## config.mk

```make
export PLATFORM = sky130hd
export DESIGN_NAME = bcd_chain_counter
export DESIGN_NICKNAME = d
export VERILOG_FILES = /design/src/rtl/bcd_chain_counter.sv
export SDC_FILE = /design/constraint.sdc
export NUM_CORES = 1
export LEC_CHECK = 0
export CAP_MARGIN = 5
export CORE_ASPECT_RATIO = 1.25
export CORE_MARGIN = 8
export CORE_UTILIZATION = 54
export CTS_CLUSTER_DIAMETER = 100
export DETAILED_ROUTE_END_ITERATION = 16
export MAX_ROUTING_LAYER = met4
export PLACE_DENSITY = 0.85
export SETUP_SLACK_MARGIN = 0.2
export SLEW_MARGIN = 20
export SYNTH_ARGS = -nofsm -noshare
export SYNTH_HDL_FRONTEND = slang
export SYNTH_SLANG_ARGS = --single-unit
```

## constraint.sdc

```tcl
create_clock -name clk -period 6.1 [get_ports clk]
set_clock_uncertainty 0.1 [all_clocks]
set_input_delay 1.22 -clock clk [delete_from_list [all_inputs] [get_ports clk]]
set_output_delay 1.22 -clock clk [all_outputs]
set_load 0.05 [all_outputs]
```

## src/rtl/bcd_chain_counter.sv

```systemverilog
// Multi-digit packed-BCD up/down counter with programmable terminal value, parallel load and wrap/reject pulses.
// Optional macro BCD_SATURATE_EN: saturate at the ends instead of wrapping, with flag as a level.
module bcd_chain_counter #(
    parameter int DIGITS    = 4,
    parameter int MAX_VALUE = 9675
) (
    input  logic                  clk,
    input  logic                  rst,
    input  logic                  ena,
    input  logic                  carry,
    input  logic                  dir,
    input  logic                  load,
    input  logic [4*DIGITS-1:0]   load_data,
    output logic [4*DIGITS-1:0]   Qdata,
    output logic                  flag,
    output logic                  err
);

    localparam int W = 4 * DIGITS;

    function automatic logic [W-1:0] to_bcd(input int value);
        logic [W-1:0] result;
        int           remaining;
        result    = '0;
        remaining = value;
        for (int i = 0; i < DIGITS; i++) begin
            result[4*i +: 4] = 4'(remaining % 10);
            remaining        = remaining / 10;
        end
        return result;
    endfunction

    localparam logic [W-1:0] MAX_BCD = to_bcd(MAX_VALUE);

    logic [W-1:0] inc_val;
    logic [W-1:0] dec_val;
    logic [W-1:0] next_q;
    logic         next_flag;
    logic         next_err;
    logic         ripple_c;
    logic         ripple_b;
    logic         load_ok;
    logic         step;
    logic         at_max;
    logic         at_zero;

    assign step    = ena & carry;
    assign at_max  = (Qdata == MAX_BCD);
    assign at_zero = (Qdata == '0);

    // Full-width increment/decrement with the digit ripple resolved in a single cycle.
    always_comb begin
        inc_val  = Qdata;
        dec_val  = Qdata;
        ripple_c = 1'b1;
        ripple_b = 1'b1;
        for (int i = 0; i < DIGITS; i++) begin
            if (ripple_c) begin
                if (Qdata[4*i +: 4] == 4'd9) begin
                    inc_val[4*i +: 4] = 4'd0;
                end else begin
                    inc_val[4*i +: 4] = Qdata[4*i +: 4] + 4'd1;
                    ripple_c          = 1'b0;
                end
            end
            if (ripple_b) begin
                if (Qdata[4*i +: 4] == 4'd0) begin
                    dec_val[4*i +: 4] = 4'd9;
                end else begin
                    dec_val[4*i +: 4] = Qdata[4*i +: 4] - 4'd1;
                    ripple_b          = 1'b0;
                end
            end
        end
    end

    // With every digit valid, packed BCD orders the same as the decimal value it encodes.
    always_comb begin
        load_ok = (load_data <= MAX_BCD);
        for (int i = 0; i < DIGITS; i++) begin
            if (load_data[4*i +: 4] > 4'd9) begin
                load_ok = 1'b0;
            end
        end
    end

    always_comb begin
        next_q    = Qdata;
        next_flag = 1'b0;
        next_err  = 1'b0;
        if (load) begin
            if (load_ok) begin
                next_q = load_data;
            end else begin
                next_err = 1'b1;
            end
        end else if (step) begin
            if (!dir) begin
                if (at_max) begin
`ifdef BCD_SATURATE_EN
                    next_q = MAX_BCD;
`else
                    next_q    = '0;
                    next_flag = 1'b1;
`endif
                end else begin
                    next_q = inc_val;
                end
            end else begin
                if (at_zero) begin
`ifdef BCD_SATURATE_EN
                    next_q = '0;
`else
                    next_q    = MAX_BCD;
                    next_flag = 1'b1;
`endif
                end else begin
                    next_q = dec_val;
                end
            end
        end
`ifdef BCD_SATURATE_EN
        if (!(load && load_ok)) begin
            next_flag = dir ? (next_q == '0) : (next_q == MAX_BCD);
        end
`endif
    end

    always_ff @(posedge clk or negedge rst) begin
        if (!rst) begin
            Qdata <= '0;
            flag  <= 1'b0;
            err   <= 1'b0;
        end else begin
            Qdata <= next_q;
            flag  <= next_flag;
            err   <= next_err;
        end
    end

endmodule
```

## Word level (Yosys, flattened, before mapping)

Index checks and enable logic that the tools add are counted.
W data, S select, Z words.

- $mul: 0
- Multiplexer cells: 41
- Div/mod/pow operators: 0
- Shift operators: 0
- Equal/unequal tests: 9
- Add/sub/neg operators: 8
- Reduce and logical (&&, ||, !) cells: 13
- Magnitude comparators: 5
- Bitwise gates (word level): 1

Operator list:

| kind | number |
|---|---|
| $mux W16 | 6 |
| $mux W4 | 14 |
| $mux W1 | 21 |
| $add A4 B1 Y4 const B | 4 |
| $eq A16 B16 Y1 const B | 1 |
| $eq A4 B4 Y1 const B | 4 |
| $gt A4 B4 Y1 const B | 4 |
| $le A16 B16 Y1 const B | 1 |
| $logic_not A16 Y1 | 1 |
| $logic_not A4 Y1 | 4 |
| $sub A4 B1 Y4 const B | 4 |
| $ne A4 B1 Y1 const B | 3 |
| $reduce_and A4 Y1 | 3 |
| $reduce_bool A4 Y1 | 3 |
| $ne A2 B1 Y1 const B | 1 |
| $reduce_and A2 Y1 | 1 |
| $reduce_bool A2 Y1 | 1 |
| $and A1 B1 Y1 | 1 |

- ROM bits: 0
- Memories kept: 0
- Input port bits: 22
- Logic and storage cells: 83
- Output and inout port bits: 18
- Bits in registers: 18
- Latch bits: 0
- Bits in writable memories: 0

## Depth between registers and ports, before layout

- Depth in word-level cells: 9
- Depth in mapped cells: 8
- Depth with buffers taken out: 6

## Worst setup path before layout

Ideal clock, no wire load.

- Kind: input to register
- Start: in load_data[14]
- End: reg Qdata[10]
- Library setup time: 0.125 ns
- Data arrival time: 3.234 ns
- Stages on the path: 6
- Path slack: 2.641 ns
- Cell sequence: or4_1 > or4_1 > o311a_1 > a21bo_4 > nor3_2 > mux2_2

- Longest elaborated chain between the ends: 7
- Elaborated cells on any way between the ends: 8
- Those cells by class: order compare (2); eq/ne (1); mux (4); reduce/logical (1)

RTL lines:

| element | RTL line | RTL |
|---|---|---|
| from (decl) | 13 | `input logic [4*DIGITS-1:0] load_data,` |
| $le A16 B16 Y1 | 79 | `load_ok = (load_data <= MAX_BCD);` |
| $mux W1 (3 in a row) | 81 | `if (load_data[4*i +: 4] > 4'd9) begin` |
| $mux W1 * | 81 |  |
| $ne A2 B1 Y1 (no line) * | - |  |
| $reduce_and A4 Y1 (no line) * | - |  |
| to (signal assigned) | 135 | `Qdata <= next_q;` |
| to (decl) | 14 | `output logic [4*DIGITS-1:0] Qdata,` |

Every way passes the cells marked *; elsewhere a longest branch is shown, timed or not.
A chain may end at the register's enable or synchronous reset.

## Worst setup path after layout

- Start: in load_data[14]
- End: reg Qdata[14]

- Longest elaborated chain between the ends: 7
- Elaborated cells on any way between the ends: 10
- Those cells by class: order compare (2); eq/ne (1); mux (6); reduce/logical (1)

RTL lines:

| element | RTL line |
|---|---|
| $le A16 B16 Y1 | 79 |
| $mux W1 (4 in a row) | 81 |
| $ne A2 B1 Y1 (no line) | - |
| $reduce_and A4 Y1 (no line) | - |

Parallel ways exist; a longest one is shown, timed or not. The select of a mux whose other input is x is not followed.

==> impl_metrics.csv <==
group,metric,value,unit
run_status,outcome,"completed",
setup_path,cpPeakStageDelay,0.57,ns
synth,syn-cell-area,0.00164,mm²
clocking,cts_sinks,18,
synth,synth-seq-area-share,27.5,%
cells_and_area,fin_nets,259,
timing,maxSlewViolCount,0,
synth,yosysWarningCount,0,
setup_path,required,6.19,ns
setup_path,reg2regPathDepth,6,
setup_path,crit_fanout,16,
drt,drc,0,
global_routing,grt_pass1_wl,8.29,mm
timing,fin_crit_sh,63.1,%
floorplan,initial_utilization,56.1,%
timing,setup_violations,0,
timing,worst_slew_pin_slew,0.927,ns
clocking,path_clk_slew,0.11,ns
drt,drt_wl_total,5.02,mm
placed_design,place.gp.congestion,0.948,
clocking,numCtsBuffers,3,
setup_path,worst_path_max_delay_cell,"or4_1",
cells_and_area,drive_gt1_share,6.78,%
setup_path,r2r_slack,3.32,ns
synth,ys_ff_latch,18,
timing,post-route-min-period,3.85,ns
global_routing,grt.total_usage,20.6,%
cells_and_area,layout_commonest_cell,"clkdlybuf4s50_1",
synth,ys_top_cells_by_area,"dfrtp_1 (28%), o21ai_0 (8.9%), mux2_2 (5.5%)",
cells_and_area,area_growth,24.5,%
floorplan,die-area,0.00506,mm²
drt,first_pass_iters,5,
synth,yosys.area.top_type,"dfrtp_1",
synth,synth_edf_count,0,
global_routing,grt_max_degree,23,
setup_path,crit_arrival,3.94,ns
clocking,postCtsSetupBuffers,0,
setup_path,worstSetupStartpointType,"primary input",
synth,synthArstFlopShare,100,%
floorplan,core_area,0.00292,mm²
clocking,worstSkewPairLatency,0.31,ns
setup_path,crit_start,"load_data[14]",
timing,timing.final.hold_violations,0,
synth,syn_inst,212,
run,cap_violations,0,
clocking,clk_path_buf_depth,2,
setup_path,cp_cell_sequence,"clkdlybuf4s50_1, or4_1, or4_1, o311a_1, a21bo_4, a211o_4, a222oi_1",
placed_design,hpwl,3.67,mm
drt,dr.first_iter.drc_count,222,
setup_path,crit_cells,7,
setup_path,cp_num_buf_inv,1,
global_routing,grt-ovfl-total,0,
setup_path,rr_endpoint,"Qdata[7]",
setup_path,end_kind,"flip-flop",
pwr,power_density,443,mW/mm²
synth,synth.top_cell.area_share,27.5,%
cells_and_area,final_cell_mix,"clkdlybuf4s50_1 (39), o21ai_0 (29), nor2_1 (20)",
pwr,ir_drop,0.302,mV
clocking,cts-root-buf,"clkbuf_4",
synth,syn_nets,234,
hold_path,hp-class,"flip-flop to flip-flop",
drt,ant_nets,0,
setup_path,endpoint,"Qdata[14]",
setup_path,regToRegStartpoint,"Qdata[8]",
timing,max_freq,260,MHz
clocking,postCtsHoldBufs,0,
clocking,cts_resized,0,
floorplan,ios,40,
clocking,htreeDepth,1,
cells_and_area,diodes,0,
timing,rsz0062_at_grt,"no",
drt,wl_per_cell,18.5,µm
floorplan,fp.dieW,65.2,µm
setup_path,crit_type,"primary input to flip-flop",
timing,finalSetupTns,0,ns
placed_design,numPortBuffers,39,
setup_path,crit_top_cell,"or4_1",
floorplan,std_cell_rows,22,
synth,synth_flop_cell,"dfrtp_1",
floorplan,die_h,77.6,µm
clocking,cts_tree,"built",
synth,avgSynthCellArea,7.72,µm²
synth,yosysUniqueCellTypes,45,
pwr,power,903,µW
global_routing,antenna_found_initial,0,
global_routing,grt_pass1_vias,1670,
drt,vias,1834,
pwr,total_leakage_power,0.770,nW
drt,vias_per_cell,6.74,
timing,relSlewSlack,38.0,%
setup_path,crit_family,"compound AO/OA/AOI/OAI gates",
final cells by class:
cell class / instances / area (µm²)
Multi-Input combinational cell: 169 / 1090
Fill cell: 268 / 881
Sequential cell: 18 / 450
Timing Repair Buffer: 39 / 390
Tap cell: 36 / 45.0
Clock buffer: 4 / 36.3
Inverter: 6 / 22.5
metal layers:
layer / vias up / share of wire [%] / global-route usage, %
li1: 848 / - / -
met4: 0 / 2.1 / 7.66
met1: 858 / 42 / 25.4
met3: 12 / 8.8 / 3.45
met5: - / 0 / -
met2: 116 / 48 / 32.7
cells in the mapped netlist, types with 2 or more instances:
cell	instances
a211oi_1	2
a21oi_1	10
a221o_1	2
a221oi_1	7
a222oi_1	3
a22oi_1	2
a31oi_1	2
and2_1	2
and4b_1	2
clkbuf_1	18
dfrtp_1	18
inv_1	6
mux2_2	8
mux2i_1	5
nand2_1	19
nand2b_1	3
nand3_1	7
nand4_1	4
nor2_1	20
nor2b_1	4
nor3_1	4
nor4_1	4
nor4bb_1	3
o21ai_0	29
o31ai_1	3
or4_1	2
xnor2_1	5
worst min path at each step:
stage / to / startpoint / cells past startpoint
floorplan: Qdata[11] / Qdata[11] / 2
global placement: Qdata[7] / Qdata[7] / 2
detailed placement: Qdata[11] / Qdata[11] / 2
CTS: Qdata[11] / Qdata[11] / 2
global route: Qdata[11] / Qdata[11] / 2
finish: Qdata[11] / Qdata[11] / 2
kinds of logic (layout without fill, tap and decap cells):
group	count (synthesis)	count (layout)	share of synthesized area, %
AOI/OAI and AO/OA	68	68	27.8
xor gates and xnor gates	6	6	3.21
buffers and inverters	25	49	5.73
DFF	18	18	27.5
muxes	13	13	8.56
and+or+nand+nor	82	82	27.1
power breakdown:
part | total [mW] | switching (mW) | internal (mW)
Clock | 0.0780 | 0.0415 | 0.0365
Sequential | 0.291 | 0.129 | 0.162
Combinational | 0.534 | 0.315 | 0.219
registers in the layout, summed over array words and instances, names as in the netlist:
register  flops
Qdata        16
err           1
flag          1
worst min-delay path: stages (launching register included):
cell	delay, ns
dfrtp_1	0.48
o31ai_1	0.10
o41ai_1	0.09
metrics by stage:
step           instances  util [%]  instance area, µm²  setup WS (ns)  hold slack [ns]
3_3_place_gp         268      68.6                2000           2.05            0.566
3_5_place_dp         268      68.6                2000           1.99            0.584
4_1_cts              272      69.8                2040           2.28            0.603
5_1_grt              272      69.8                2040           2.20            0.637
2_1_floorplan        212         -                1640           2.64            0.751
6_report             272      69.8                2040           2.25            0.610
No activity file was read; power rests on OpenSTA's default activity.
